[config.mk]
export PLATFORM = sky130hd
export DESIGN_NAME = uart_rx_param
export DESIGN_NICKNAME = d
export VERILOG_FILES = /design/src/rtl/uart_rx_param_pkg.sv /design/src/rtl/uart_rx_param_bit_sampler.sv /design/src/rtl/uart_rx_param.sv
export SDC_FILE = /design/constraint.sdc
export NUM_CORES = 1
export LEC_CHECK = 0
export ABC_AREA = 1
export CAP_MARGIN = 20
export CORE_ASPECT_RATIO = 1.1
export CORE_MARGIN = 5
export CORE_UTILIZATION = 50
export DETAILED_ROUTE_END_ITERATION = 7
export GPL_TIMING_DRIVEN = 1
export PLACE_DENSITY = 0.72
export SYNTH_ARGS = -nofsm -noshare
export SYNTH_HDL_FRONTEND = slang
export SYNTH_SLANG_ARGS = --single-unit
[constraint.sdc]
create_clock -name clk -period 2.5 [get_ports clk]
set_input_delay 0.375 -clock clk [delete_from_list [all_inputs] [get_ports clk]]
set_output_delay 0.375 -clock clk [all_outputs]
set_load 0.02 [all_outputs]
[src/rtl/uart_rx_param_pkg.sv]
// Shared definitions for the parameterised UART receiver: FSM states, parity
// mode encodings and parameter legality checks.
package uart_rx_param_pkg;

  typedef enum logic [2:0] {
    ST_IDLE,
    ST_START,
    ST_DATA,
    ST_PARITY,
    ST_STOP,
    ST_WAIT_HIGH
  } rx_state_e;

  localparam int PARITY_NONE = 0;
  localparam int PARITY_EVEN = 1;
  localparam int PARITY_ODD  = 2;

  function automatic bit data_bits_ok(input int n);
    return (n >= 5) && (n <= 9);
  endfunction

  function automatic bit oversample_ok(input int n);
    return (n >= 8) && (n <= 64) && ((n % 2) == 0);
  endfunction

  function automatic bit parity_mode_ok(input int n);
    return (n == PARITY_NONE) || (n == PARITY_EVEN) || (n == PARITY_ODD);
  endfunction

  function automatic bit stop_bits_ok(input int n);
    return (n == 1) || (n == 2);
  endfunction

endpackage

[src/rtl/uart_rx_param_bit_sampler.sv]
// Line synchroniser, per-bit tick counter and 3-sample majority vote around
// the middle of each bit period.
module uart_bit_sampler #(
  parameter int OVERSAMPLE = 16
) (
  input  logic clk,
  input  logic reset,
  input  logic sample_tick,
  input  logic rx_async,
  input  logic cnt_clr,
  output logic rxs,
  output logic rxs_prev,
  output logic bit_done,
  output logic bit_val
);

  localparam int CNT_W = $clog2(OVERSAMPLE);
  localparam logic [CNT_W-1:0] CNT_MAX = CNT_W'(OVERSAMPLE - 1);
  localparam logic [CNT_W-1:0] MID_LO  = CNT_W'(OVERSAMPLE / 2 - 1);
  localparam logic [CNT_W-1:0] MID     = CNT_W'(OVERSAMPLE / 2);
  localparam logic [CNT_W-1:0] MID_HI  = CNT_W'(OVERSAMPLE / 2 + 1);

  logic             sync1_q, sync1_d;
  logic             sync2_q, sync2_d;
  logic             prev_q, prev_d;
  logic             s_lo_q, s_lo_d;
  logic             s_mid_q, s_mid_d;
  logic [CNT_W-1:0] cnt_q, cnt_d;
  logic [CNT_W-1:0] idx;

  always_comb begin
    sync1_d = rx_async;
    sync2_d = sync1_q;
    prev_d  = prev_q;
    s_lo_d  = s_lo_q;
    s_mid_d = s_mid_q;
    cnt_d   = cnt_q;
    idx     = (cnt_q == CNT_MAX) ? '0 : cnt_q + 1'b1;
    // The tick that detects the start edge is tick 0 of the start bit.
    if (cnt_clr) begin
      cnt_d = '0;
    end else if (sample_tick) begin
      cnt_d = idx;
      if (idx == MID_LO) s_lo_d  = sync2_q;
      if (idx == MID)    s_mid_d = sync2_q;
    end
    if (sample_tick) prev_d = sync2_q;
  end

  assign rxs      = sync2_q;
  assign rxs_prev = prev_q;
  assign bit_done = sample_tick && !cnt_clr && (idx == MID_HI);
  assign bit_val  = (s_lo_q & s_mid_q) | (s_lo_q & sync2_q) | (s_mid_q & sync2_q);

  always_ff @(posedge clk or negedge reset) begin
    if (!reset) begin
      sync1_q <= 1'b1;
      sync2_q <= 1'b1;
      prev_q  <= 1'b1;
      s_lo_q  <= 1'b0;
      s_mid_q <= 1'b0;
      cnt_q   <= '0;
    end else begin
      sync1_q <= sync1_d;
      sync2_q <= sync2_d;
      prev_q  <= prev_d;
      s_lo_q  <= s_lo_d;
      s_mid_q <= s_mid_d;
      cnt_q   <= cnt_d;
    end
  end

endmodule

[src/rtl/uart_rx_param.sv]
// Oversampling UART receiver with configurable frame format, a valid/ready
// output holding register and a sticky overrun flag.
module uart_rx_param
  import uart_rx_param_pkg::*;
#(
  parameter int DATA_BITS   = 8,
  parameter int OVERSAMPLE  = 16,
  parameter int PARITY_MODE = 0,
  parameter int STOP_BITS   = 1
) (
  input  logic                 clk,
  input  logic                 reset,
  input  logic                 sample_tick,
  input  logic                 UART_RX,
  output logic [DATA_BITS-1:0] RX_DATA,
  output logic                 rx_valid,
  input  logic                 rx_ready,
  output logic                 parity_err,
  output logic                 frame_err,
  output logic                 overrun,
  output logic                 busy
);

  if (!(data_bits_ok(DATA_BITS) && oversample_ok(OVERSAMPLE) &&
        parity_mode_ok(PARITY_MODE) && stop_bits_ok(STOP_BITS))) begin : g_bad_params
    $error("uart_rx_param: illegal parameter combination");
  end

  localparam logic [3:0] LAST_DATA = 4'(DATA_BITS - 1);
  localparam logic [3:0] LAST_STOP = 4'(STOP_BITS - 1);

  rx_state_e            state_q, state_d;
  logic [3:0]           bit_cnt_q, bit_cnt_d;
  logic [DATA_BITS-1:0] shreg_q, shreg_d;
  logic                 par_q, par_d;
  logic                 ferr_acc_q, ferr_acc_d;
  logic [DATA_BITS-1:0] rx_data_q, rx_data_d;
  logic                 rx_valid_q, rx_valid_d;
  logic                 perr_q, perr_d;
  logic                 ferr_q, ferr_d;
  logic                 overrun_q, overrun_d;

  logic rxs, rxs_prev, bit_done, bit_val;
  logic commit, accept, frame_ferr, frame_perr;

  uart_bit_sampler #(.OVERSAMPLE(OVERSAMPLE)) u_sampler (
    .clk        (clk),
    .reset      (reset),
    .sample_tick(sample_tick),
    .rx_async   (UART_RX),
    .cnt_clr    ((state_q == ST_IDLE) || (state_q == ST_WAIT_HIGH)),
    .rxs        (rxs),
    .rxs_prev   (rxs_prev),
    .bit_done   (bit_done),
    .bit_val    (bit_val)
  );

  always_comb begin
    state_d    = state_q;
    bit_cnt_d  = bit_cnt_q;
    shreg_d    = shreg_q;
    par_d      = par_q;
    ferr_acc_d = ferr_acc_q;
    commit     = 1'b0;
    case (state_q)
      ST_IDLE: if (sample_tick && !rxs && rxs_prev) state_d = ST_START;
      ST_START: if (bit_done) begin
        if (bit_val) begin
          state_d = ST_IDLE;
        end else begin
          state_d    = ST_DATA;
          bit_cnt_d  = '0;
          par_d      = 1'b0;
          ferr_acc_d = 1'b0;
        end
      end
      ST_DATA: if (bit_done) begin
        shreg_d = {bit_val, shreg_q[DATA_BITS-1:1]};
        par_d   = par_q ^ bit_val;
        if (bit_cnt_q == LAST_DATA) begin
          bit_cnt_d = '0;
          state_d   = (PARITY_MODE == PARITY_NONE) ? ST_STOP : ST_PARITY;
        end else begin
          bit_cnt_d = bit_cnt_q + 4'd1;
        end
      end
      ST_PARITY: if (bit_done) begin
        par_d   = par_q ^ bit_val;
        state_d = ST_STOP;
      end
      ST_STOP: if (bit_done) begin
        ferr_acc_d = ferr_acc_q | ~bit_val;
        if (bit_cnt_q == LAST_STOP) begin
          commit  = 1'b1;
          // A line still low after the last stop bit must rise before a new frame.
          state_d = rxs ? ST_IDLE : ST_WAIT_HIGH;
        end else begin
          bit_cnt_d = bit_cnt_q + 4'd1;
        end
      end
      ST_WAIT_HIGH: if (sample_tick && rxs) state_d = ST_IDLE;
      default: state_d = ST_IDLE;
    endcase
  end

  always_comb begin
    accept     = rx_valid_q & rx_ready;
    frame_ferr = ferr_acc_q | ~bit_val;
    frame_perr = (PARITY_MODE == PARITY_NONE) ? 1'b0 : (par_q ^ (PARITY_MODE == PARITY_ODD));
    rx_data_d  = rx_data_q;
    rx_valid_d = rx_valid_q;
    perr_d     = perr_q;
    ferr_d     = ferr_q;
    overrun_d  = overrun_q;
    if (commit && (!rx_valid_q || accept)) begin
      rx_data_d  = shreg_q;
      perr_d     = frame_perr;
      ferr_d     = frame_ferr;
      rx_valid_d = 1'b1;
    end else if (accept) begin
      rx_valid_d = 1'b0;
    end
    if (accept) overrun_d = 1'b0;
    if (commit && rx_valid_q && !accept) overrun_d = 1'b1;
  end

  always_ff @(posedge clk or negedge reset) begin
    if (!reset) begin
      state_q    <= ST_IDLE;
      bit_cnt_q  <= '0;
      shreg_q    <= '0;
      par_q      <= 1'b0;
      ferr_acc_q <= 1'b0;
      rx_data_q  <= '0;
      rx_valid_q <= 1'b0;
      perr_q     <= 1'b0;
      ferr_q     <= 1'b0;
      overrun_q  <= 1'b0;
    end else begin
      state_q    <= state_d;
      bit_cnt_q  <= bit_cnt_d;
      shreg_q    <= shreg_d;
      par_q      <= par_d;
      ferr_acc_q <= ferr_acc_d;
      rx_data_q  <= rx_data_d;
      rx_valid_q <= rx_valid_d;
      perr_q     <= perr_d;
      ferr_q     <= ferr_d;
      overrun_q  <= overrun_d;
    end
  end

  assign RX_DATA    = rx_data_q;
  assign rx_valid   = rx_valid_q;
  assign parity_err = perr_q;
  assign frame_err  = ferr_q;
  assign overrun    = overrun_q;
  assign busy       = (state_q != ST_IDLE);

endmodule

==> results.yml <==
setup_path:
  worstPathCellList: "nor2_4 -> nand2_4 -> clkdlybuf4s50_1"
  rr_startpoint: "u_sampler.cnt_q[1]"
  crit_path_start: "state_q[0]"
  endpoint: "busy"
  r2r-end: "shreg_q[5]"
  cp-end-kind: "output pin"
  critPathKind: "reg2out"
  timing.reg2reg.setup_slack_ns: 0.70
  worst-path-stages: 3
  critPathArrivalTime_ns: 1.54
  slowest_delay_ns: 0.54
  startpoint_type: "register"
  r2r_cells: 10
  critPathBufInv: 1
  crit_slowest_cell: "clkdlybuf4s50_1"
  critical-path-top-delay-family: "buffers and inverters"
  cp_max_fo: 5
  cp.required_ns: 2.12
routing:
  ant_nets: 0
  drt-pass1-iter-count: 5
  via_per_inst: 4.87
  drc_errors: 0
  wire_per_inst_um: 11.1
  wl_um: 3320
  vias: 1451
  first_iter_violations: 159
logic_synthesis:
  syn_area_per_cell_um2: 8.26
  synth-edff-count: 0
  ys_seq_area_share_pct: 48.7
  synth_top_area_share_pct: 44.4
  syn_area_um2: 1860
  async_flop_share_pct: 100
  synth_cells: 225
  synthFlopType: "dfrtp_1"
  synth_seq_cells: 36
  yosysWarnings: 0
  ys_types: 29
  synth_area_leaders: "dfrtp_1 44%, nand2_1 15%, nand3_1 8.9%, dfstp_2 4.2%, ha_1 4.0%"
  synth_fp_nets: 236
  synth_top_cell_by_area: "dfrtp_1"
  synth_most_common_cell: "nand2_1"
  synth.top_cells.by_count: "76 x nand2_1, 33 x dfrtp_1, 33 x nand3_1"
floorplan:
  dieArea_um2: 5040
  core.rowCount: 23
  ios: 18
  die_h_um: 73.9
  coreArea_um2: 3630
  start_util_pct: 51.2
  die_w_um: 68.1
global_routing:
  grt_pass1_vias: 1357
  grt_max_degree: 37
  grt_antenna_before_repair: 0
  grt-ovfl-total: 0
  grt_usage_pct: 15.9
  grt_pass1_wl_um: 6000
pwr:
  netSwitchingFraction_pct: 32.1
  p_comb_share_pct: 26.4
  power.net_switching_uw: 613
  p_int_mw: 1.29
  vdd_ir_drop_max_mv: 0.636
  leakage_nw: 1.19
  clkPwrFrac_pct: 37.0
  power.density_nw_per_um2: 852
  pwr-share-seq_pct: 36.6
layout:
  utilization_pct: 61.7
  fin_cells: 298
  diodes: 0
  n_fill_cell: 334
  drive_gt1_share_pct: 13.3
  nets: 258
  syn2layout_area_growth_pct: 20.3
clocking:
  cts_hold_buf: 0
  clockRootBuffer: "clkbuf_8"
  clk_path_buf_depth: 2
  post_cts_resized: 0
  post_cts_buffers: 0
  clk_pin_slew_ns: 0.06
  cts_tree: "built"
  clock_latency_ns: 0.29
  cts-htree-levels: 2
  cts_buffers: 5
  clkSinkCount: 36
timing:
  final-setup-viol-count: 0
  setup_tns_ns: 0
  clock_skew_ns: 0.00925
  fin_ws_ns: 0.582
  slew_viol_final: 0
  rsz0062_at_grt: "no"
  final_hold_viol_count: 0
  max_freq_ghz: 0.521
  min_period_ns: 1.92
  fin_crit_sh_pct: 76.7
placed_design:
  pre_cts_ws_ns: 0.657
  dp_cells: 290
  portBuffers: 16
  dp_hpwl_um: 2440
  gp_congestion: 0.850
run:
  drv_cap: 0
hold_path:
  hold_path.class: "reg2reg"
status:
  outcome: "complete, no violations"
area by class of cell:
cell class / instances / area (um^2) / share of cell area (%)
inverter: 24 / 91.3 / 4.09
timing repair buffer: 17 / 168 / 7.50
tap: 50 / 62.6 / 2.80
multi-input combinational: 163 / 851 / 38.1
sequential: 36 / 905 / 40.5
clock buffer: 5 / 68.8 / 3.08
clock inverter: 3 / 90.1 / 4.03
cell families after synthesis:
group | count (synthesis) | share of synthesized area [%]
xor gates and xnor gates | 1 | 0.471
and+or+nand+nor | 138 | 36.2
AOI/OAI and AO/OA | 17 | 4.85
other | 1 | 0.202
adders and majority gates | 6 | 4.04
DFF | 36 | 48.7
buffers and inverters | 26 | 5.52
flip-flops by register name (all words and copies together), names as in the netlist:
signal              cells
state_q                 3
u_sampler.cnt_q         4
u_sampler.rxs           1
overrun                 1
u_sampler.rxs_prev      1
u_sampler.s_mid_q       1
frame_err               1
shreg_q                 8
ferr_acc_q              1
RX_DATA                 8
rx_valid                1
bit_cnt_q               4
u_sampler.sync1_q       1
u_sampler.s_lo_q        1
power groups by stage:
stage	combinational, mW	clock (mW)	sequential, mW
after global placement	0.492	0	0.706
after CTS	0.508	0.722	0.696
final	0.503	0.706	0.697
after global routing	0.572	0.754	0.704
after floorplan	0.389	0	0.694
after detailed placement	0.499	0	0.707
worst reg2reg max path: cells and delay by family (launching register included):
kind | cells | cell delay, ns
flip-flops | 1 | 0.46
buffers and inverters | 2 | 0.22
AND/OR/NAND/NOR | 7 | 0.82
adder cells (fa/ha/maj) | 1 | 0.23
worst min path at each step:
stage          cells after the start              start            end
2_1_floorplan                      0              reset     RX_DATA[0]
3_3_place_gp                       0  u_sampler.sync1_q  u_sampler.rxs
3_5_place_dp                       0  u_sampler.sync1_q  u_sampler.rxs
4_1_cts                            0  u_sampler.sync1_q  u_sampler.rxs
5_1_grt                            0  u_sampler.sync1_q  u_sampler.rxs
6_report                           0  u_sampler.sync1_q  u_sampler.rxs
stage by stage:
stage	power [mW]	instance area [um^2]	hold WS, ns
3_5_place_dp	1.21	2080	0.348
3_3_place_gp	1.20	2080	0.347
4_1_cts	1.93	2240	0.358
2_1_floorplan	1.08	1860	0.0794
6_report	1.91	2240	0.357
5_1_grt	2.03	2240	0.370
layer usage:
| metal | wire length [um] | track usage [%] |
|---|---|---|
| met4 | 65 | 6.62 |
| met2 | 1550 | 24.5 |
| met1 | 1540 | 20.6 |
| met5 | 0 | 0 |
| met3 | 162 | 5.14 |
cells in the final DEF, fill, tap and decap left out, types with 3 or more instances in the layout:
master and instances:
o21ai_0 8, inv_2 7, nand4_1 4, inv_1 16, nand3_1 33, nand2_4 3, dfstp_2 3, nand2_1 76
ha_1 6, clkbuf_8 5, nor2_1 11, clkdlybuf4s50_1 16, a21oi_1 3, bufinv_16 3, o21ai_1 3, dfrtp_1 33
Power figures use the tool's default switching activity.
